===== config.mk =====
export PLATFORM = sky130hd
export DESIGN_NAME = uart_tx_buffered
export DESIGN_NICKNAME = d
export VERILOG_FILES = /design/src/rtl/uart_tx_buffered.sv
export SDC_FILE = /design/constraint.sdc
export NUM_CORES = 1
export LEC_CHECK = 0
export ABC_AREA = 1
export CORE_ASPECT_RATIO = 2
export CORE_MARGIN = 5
export CORE_UTILIZATION = 65
export CTS_BUF_LIST = sky130_fd_sc_hd__clkbuf_2
export CTS_CLUSTER_SIZE = 10
export DETAILED_ROUTE_END_ITERATION = 12
export GPL_ROUTABILITY_DRIVEN = 0
export PLACE_DENSITY = 0.88
export SETUP_SLACK_MARGIN = 0.3
export SLEW_MARGIN = 40
export SYNTH_ARGS = -nofsm -noshare
export SYNTH_HDL_FRONTEND = slang
export SYNTH_SLANG_ARGS = --single-unit

===== constraint.sdc =====
create_clock -name clk -period 4.1 [get_ports clk]
set_input_delay 0.615 -clock clk [delete_from_list [all_inputs] [get_ports clk]]
set_output_delay 0.615 -clock clk [all_outputs]
set_load 0.03 [all_outputs]

===== src/rtl/uart_tx_buffered.sv =====
// Buffered 8N1 UART transmitter: a small byte FIFO drains into a bit-serial line.
// Define UART_TX_PARITY_EN to insert an even-parity bit between data bit 7 and stop.
module uart_tx_buffered #(
  parameter int ClkFrequency = 25000000,
  parameter int Baud         = 9600,
  parameter int FifoDepth    = 4
) (
  input  logic                         clk,
  input  logic                         rst,
  input  logic                         tx_valid,
  input  logic [7:0]                   tx_data,
  output logic                         tx_ready,
  output logic                         txd,
  output logic                         txd_busy,
  output logic [$clog2(FifoDepth):0]   fifo_count
);

  localparam int DATA_W = 8;
  localparam int DIV    = ClkFrequency / Baud;
  localparam int CNT_W  = (DIV > 1) ? $clog2(DIV) : 1;
  localparam int PTR_W  = $clog2(FifoDepth);
  localparam int FC_W   = PTR_W + 1;
  localparam logic [CNT_W-1:0] CNT_LAST = CNT_W'(DIV - 1);
  localparam logic [FC_W-1:0]  FULL_CNT = FC_W'(FifoDepth);

  typedef enum logic [2:0] {
    IDLE,
    START,
    DATA,
`ifdef UART_TX_PARITY_EN
    PARITY,
`endif
    STOP
  } state_t;

`ifdef UART_TX_PARITY_EN
  function automatic logic even_parity(input logic [DATA_W-1:0] b);
    return ^b;
  endfunction
`endif

  logic [DATA_W-1:0] mem [FifoDepth];
  logic [PTR_W-1:0]  wr_ptr, rd_ptr;
  logic [FC_W-1:0]   count_q;
  logic              push, pop, fifo_empty, bit_end;
  logic [DATA_W-1:0] head;

  state_t            state_q, state_d;
  logic [CNT_W-1:0]  cnt_q, cnt_d;
  logic [2:0]        bit_idx_q, bit_idx_d;
  logic [DATA_W-1:0] shift_q, shift_d;
  logic              txd_q, txd_d;
`ifdef UART_TX_PARITY_EN
  logic              parity_q, parity_d;
`endif

  assign tx_ready   = (count_q < FULL_CNT);
  assign push       = tx_valid && tx_ready;
  assign fifo_empty = (count_q == '0);
  assign head       = mem[rd_ptr];
  assign bit_end    = (cnt_q == CNT_LAST);

  assign txd        = txd_q;
  assign fifo_count = count_q;
  assign txd_busy   = (state_q != IDLE) || !fifo_empty;

  always_comb begin
    state_d   = state_q;
    cnt_d     = cnt_q + CNT_W'(1);
    bit_idx_d = bit_idx_q;
    shift_d   = shift_q;
    txd_d     = txd_q;
    pop       = 1'b0;
`ifdef UART_TX_PARITY_EN
    parity_d  = parity_q;
`endif
    case (state_q)
      IDLE: begin
        cnt_d = '0;
        if (!fifo_empty) begin
          pop     = 1'b1;
          shift_d = head;
`ifdef UART_TX_PARITY_EN
          parity_d = even_parity(head);
`endif
          state_d = START;
          txd_d   = 1'b0;
        end
      end
      START: begin
        if (bit_end) begin
          cnt_d     = '0;
          bit_idx_d = '0;
          state_d   = DATA;
          txd_d     = shift_q[0];
        end
      end
      DATA: begin
        if (bit_end) begin
          cnt_d = '0;
          if (bit_idx_q == 3'd7) begin
`ifdef UART_TX_PARITY_EN
            state_d = PARITY;
            txd_d   = parity_q;
`else
            state_d = STOP;
            txd_d   = 1'b1;
`endif
          end else begin
            // Next bit moves into shift_q[0] for the following period
            bit_idx_d = bit_idx_q + 3'd1;
            shift_d   = shift_q >> 1;
            txd_d     = shift_q[1];
          end
        end
      end
`ifdef UART_TX_PARITY_EN
      PARITY: begin
        if (bit_end) begin
          cnt_d   = '0;
          state_d = STOP;
          txd_d   = 1'b1;
        end
      end
`endif
      STOP: begin
        if (bit_end) begin
          cnt_d = '0;
          if (!fifo_empty) begin
            // Chain straight into the next frame with no idle gap
            pop     = 1'b1;
            shift_d = head;
`ifdef UART_TX_PARITY_EN
            parity_d = even_parity(head);
`endif
            state_d = START;
            txd_d   = 1'b0;
          end else begin
            state_d = IDLE;
            txd_d   = 1'b1;
          end
        end
      end
      default: begin
        state_d = IDLE;
        txd_d   = 1'b1;
      end
    endcase
  end

  always_ff @(posedge clk or posedge rst) begin
    if (rst) begin
      state_q   <= IDLE;
      cnt_q     <= '0;
      bit_idx_q <= '0;
      txd_q     <= 1'b1;
      wr_ptr    <= '0;
      rd_ptr    <= '0;
      count_q   <= '0;
    end else begin
      state_q   <= state_d;
      cnt_q     <= cnt_d;
      bit_idx_q <= bit_idx_d;
      txd_q     <= txd_d;
      wr_ptr    <= wr_ptr + PTR_W'(push);
      rd_ptr    <= rd_ptr + PTR_W'(pop);
      count_q   <= count_q + FC_W'(push) - FC_W'(pop);
    end
  end

  // Data storage carries no reset; control above decides what is valid
  always_ff @(posedge clk) begin
    if (push) mem[wr_ptr] <= tx_data;
    shift_q <= shift_d;
`ifdef UART_TX_PARITY_EN
    parity_q <= parity_d;
`endif
  end

endmodule

==> impl_metrics.csv <==
group,metric,value,unit
power_and_ir_drop,max-vdd-ir-drop,324,uV
logic_synthesis,ys_types,34,
routing,vias,2055,
logic_synthesis,synth_area_leader_cell,"edfxtp_1",
setup_path,crit_chain,"inv_1 -> ha_1 -> nand2_1 -> clkdlybuf4s50_1",
placed_design,placedCellCount,348,
setup_path,crit_path_start,"state_q[0]",
routing,drtIter0Drc,92,
routing,vias_per_cell,5.65,
final_layout,diodes,0,
setup_path,ff2ff_path_depth,12,
routing,firstDrtPassIters,5,
setup_path,regToRegSetupSlack,1.72,ns
setup_path,crit_path_end_kind,"output pin",
routing,ant_nets,0,
placed_design,port_buffers,16,
clock_network,cts.path.max_buffers,2,
timing,tns,0,ns
power_and_ir_drop,leakagePower,1.37,nW
clock_network,htree_levels,3,
setup_path,startpoint_type,"register",
routing,drt_wl_total,5730,um
final_layout,drive_above_1_share,0.139,
setup_path,critPathKind,"reg -> out",
setup_path,r2r-end,"fifo_count[2]",
floorplanning,start_util,0.661,
timing,maxSlewHeadroom,0.526,
clock_network,clock-sinks,65,
setup_path,cp_max_fo,7,
final_layout,final_util,0.737,
run_status,status,"finished clean",
power_and_ir_drop,p_int,0.905,mW
timing,drv_slew,0,
grt,grt_pass1_wl,9480,um
clock_network,clk_pin_slew,0.19,ns
timing,timing.final.crit_share,0.705,
floorplanning,die_area,6180,sq um
logic_synthesis,syn_area,3010,sq um
timing,fin_skew,0.0199,ns
power_and_ir_drop,seqPwrFrac,0.605,
grt,grt_max_degree,26,
final_layout,area_delta_synth_final,11.5,%
logic_synthesis,syn_inst,284,
clock_network,clock-root-buffer,"clkbuf_2",
floorplanning,die_w,58.1,um
grt,track_usage,0.210,
timing,tightestPinTransition,0.707,ns
setup_path,reg2reg_from,"cnt_q[0]",
logic_synthesis,seq_area_frac_synth,0.607,
final_layout,fillers,342,
floorplanning,rows,35,
routing,wl_per_cell,15.7,um
logic_synthesis,ys_ff_latch,65,
power_and_ir_drop,p_sw_frac,0.211,
grt,grt.overflow.total,0,
setup_path,cpMaxStageDelayCell,"clkdlybuf4s50_1",
setup_path,cp.required,3.48,ns
logic_synthesis,yosys_warnings,0,
final_layout,fin_cells,364,
power_and_ir_drop,fin_total_pwr,1.15,mW
clock_network,worstSkewPairLatency,0.50,ns
floorplanning,core_area,4550,sq um
floorplanning,fp.dieH,106,um
routing,drc_errors,0,
grt,grt_antenna_before_repair,0,
placed_design,dpl_cell_area,3220,sq um
clock_network,cts-hold-fix-buffers,0,
grt,grt_pass1_vias,2126,
logic_synthesis,synthesis.nets,305,
logic_synthesis,yosysTopAreaCellShare,0.399,
power_and_ir_drop,power_density,342,nW/um^2
clock_network,cts_buffers,9,
timing,hold-worst-slack,0.437,ns
power_and_ir_drop,p_sw,0.243,mW
clock_network,tritoncts,"done",
placed_design,place_ws,1.50,ns
final_layout,layout.nets,325,
clock_network,postCtsSetupRepairBufs,0,
timing,rsz0062_at_grt,"false",
placed_design,dpl.hpwl,4270,um
timing,fin_crit,2.89,ns
logic_synthesis,yosys-top-cells-area,"edfxtp_1 (40%), dfrtp_1 (20%), nand2_1 (5.6%)",
logic_synthesis,avgSynthCellArea,10.6,sq um
timing,setup_ws,1.21,ns
power_and_ir_drop,p_comb_frac,0.016,
timing,hold_viol_final,0,
floorplanning,pin_count,17,
timing,setup_viol,0,
power_and_ir_drop,pwr-share-clk,0.379,
hold_path,hp-class,"in -> async",
final_layout,final_area,3360,sq um
clock_network,cts_resized,0,
timing,fmax,0.346,GHz
job,drv_cap,0,
setup_path,cp.arrival,2.28,ns
setup_path,critPathMaxStageDelay,0.72,ns
-- area by class of cell --
type	instances	area [sq um]	share of cell area
Inverter	29	109	0.0324
Clock buffer	9	45.0	0.0134
Tap cell	55	68.8	0.0205
Timing Repair Buffer	16	160	0.0477
Multi-Input combinational cell	183	1050	0.313
Sequential cell	65	1830	0.544
Clock inverter	7	95.1	0.0283
-- synthesized netlist by cell type --
master	n
nand2_1	45
edfxtp_1	40
nor2_1	29
inv_1	27
dfrtp_1	24
o21ai_0	16
nand3_1	15
nor3_1	10
ha_1	9
o22ai_1	8
a21oi_1	6
a22o_1	5
nor2_2	5
xor2_1	5
buf_2	4
nand2_2	4
nand4_1	4
nand3_2	3
nor3b_1	3
o21ai_1	3
o21ai_2	3
inv_2	2
nor3_2	2
o2bb2ai_1	2
and2_1	1
buf_4	1
buf_6	1
clkbuf_1	1
dfstp_2	1
fa_1	1
or2_0	1
or2_2	1
or2_4	1
xnor2_1	1
-- worst max-delay path by stage --
stage	to	slack, ns	depth (start not counted)
final	txd_busy	1.21	4
after global routing	txd_busy	1.05	4
after CTS	txd_busy	1.19	4
after detailed placement	fifo_count[2]	1.50	8
after global placement	mem[3][1]	1.61	3
after floorplan	fifo_count[2]	1.83	11
-- cells in the final DEF, fill, tap and decap left out, types with 2 or more instances in the layout --
cell type and count:
nor3_1 6, nand3_2 3, nor3b_1 3, o21ai_1 3
a21oi_1 6, clkdlybuf4s50_1 16, xor2_1 5, nor2_1 29
nor3_2 6, clkbuf_2 9, ha_1 9, inv_2 3
inv_1 26, o21ai_2 3, edfxtp_1 40, o22ai_1 8
a22o_1 5, clkinv_2 2, nor2_2 5, nand3_1 15
dfrtp_1 24, nand2_1 45, nand2_2 4, o21ai_0 16
nand4_1 4, clkinv_4 2, bufinv_16 2, o2bb2ai_1 2
-- registers in the layout, indices dropped and copies added, names as in the netlist --
name        count
mem            32
cnt_q          12
shift_q         8
bit_idx_q       3
fifo_count      3
rd_ptr          2
state_q         2
wr_ptr          2
txd             1
-- power groups by stage --
stage / Sequential, mW / Combinational (mW) / Clock (mW)
after floorplan: 0.708 / 0.00366 / 0
after global placement: 0.708 / 0.0170 / 0
after detailed placement: 0.708 / 0.0181 / 0
after CTS: 0.695 / 0.0182 / 0.443
after global routing: 0.695 / 0.0197 / 0.476
final: 0.695 / 0.0178 / 0.435
-- per-layer routing --
layer / share of wire / up-vias / global-route usage
li1: - / 1019 / -
met1: 0.36 / 973 / 0.192
met2: 0.59 / 49 / 0.402
met3: 0.029 / 14 / 0.0547
met4: 0.022 / 0 / 0.0995
met5: 0 / - / 0
-- cells by family (layout without fill, tap and decap cells) --
group,count (synthesis),count (layout),share of synthesized area
and+or+nand+nor,124,124,0.194
DFF,65,65,0.607
AOI/OAI and AO/OA,43,43,0.0872
buffers and inverters,36,61,0.0503
adders and majority gates,10,10,0.0440
xor gates and xnor gates,6,6,0.0174
-- worst max-delay path: cells and delay by family, from the launching register on --
| kind | cells | cell delay [ns] |
|---|---|---|
| buf+inv | 2 | 0.80 |
| flops | 1 | 0.43 |
| fa+ha+maj | 1 | 0.30 |
| simple gates | 1 | 0.25 |
Note: power is estimated with default switching activity, not from simulation.
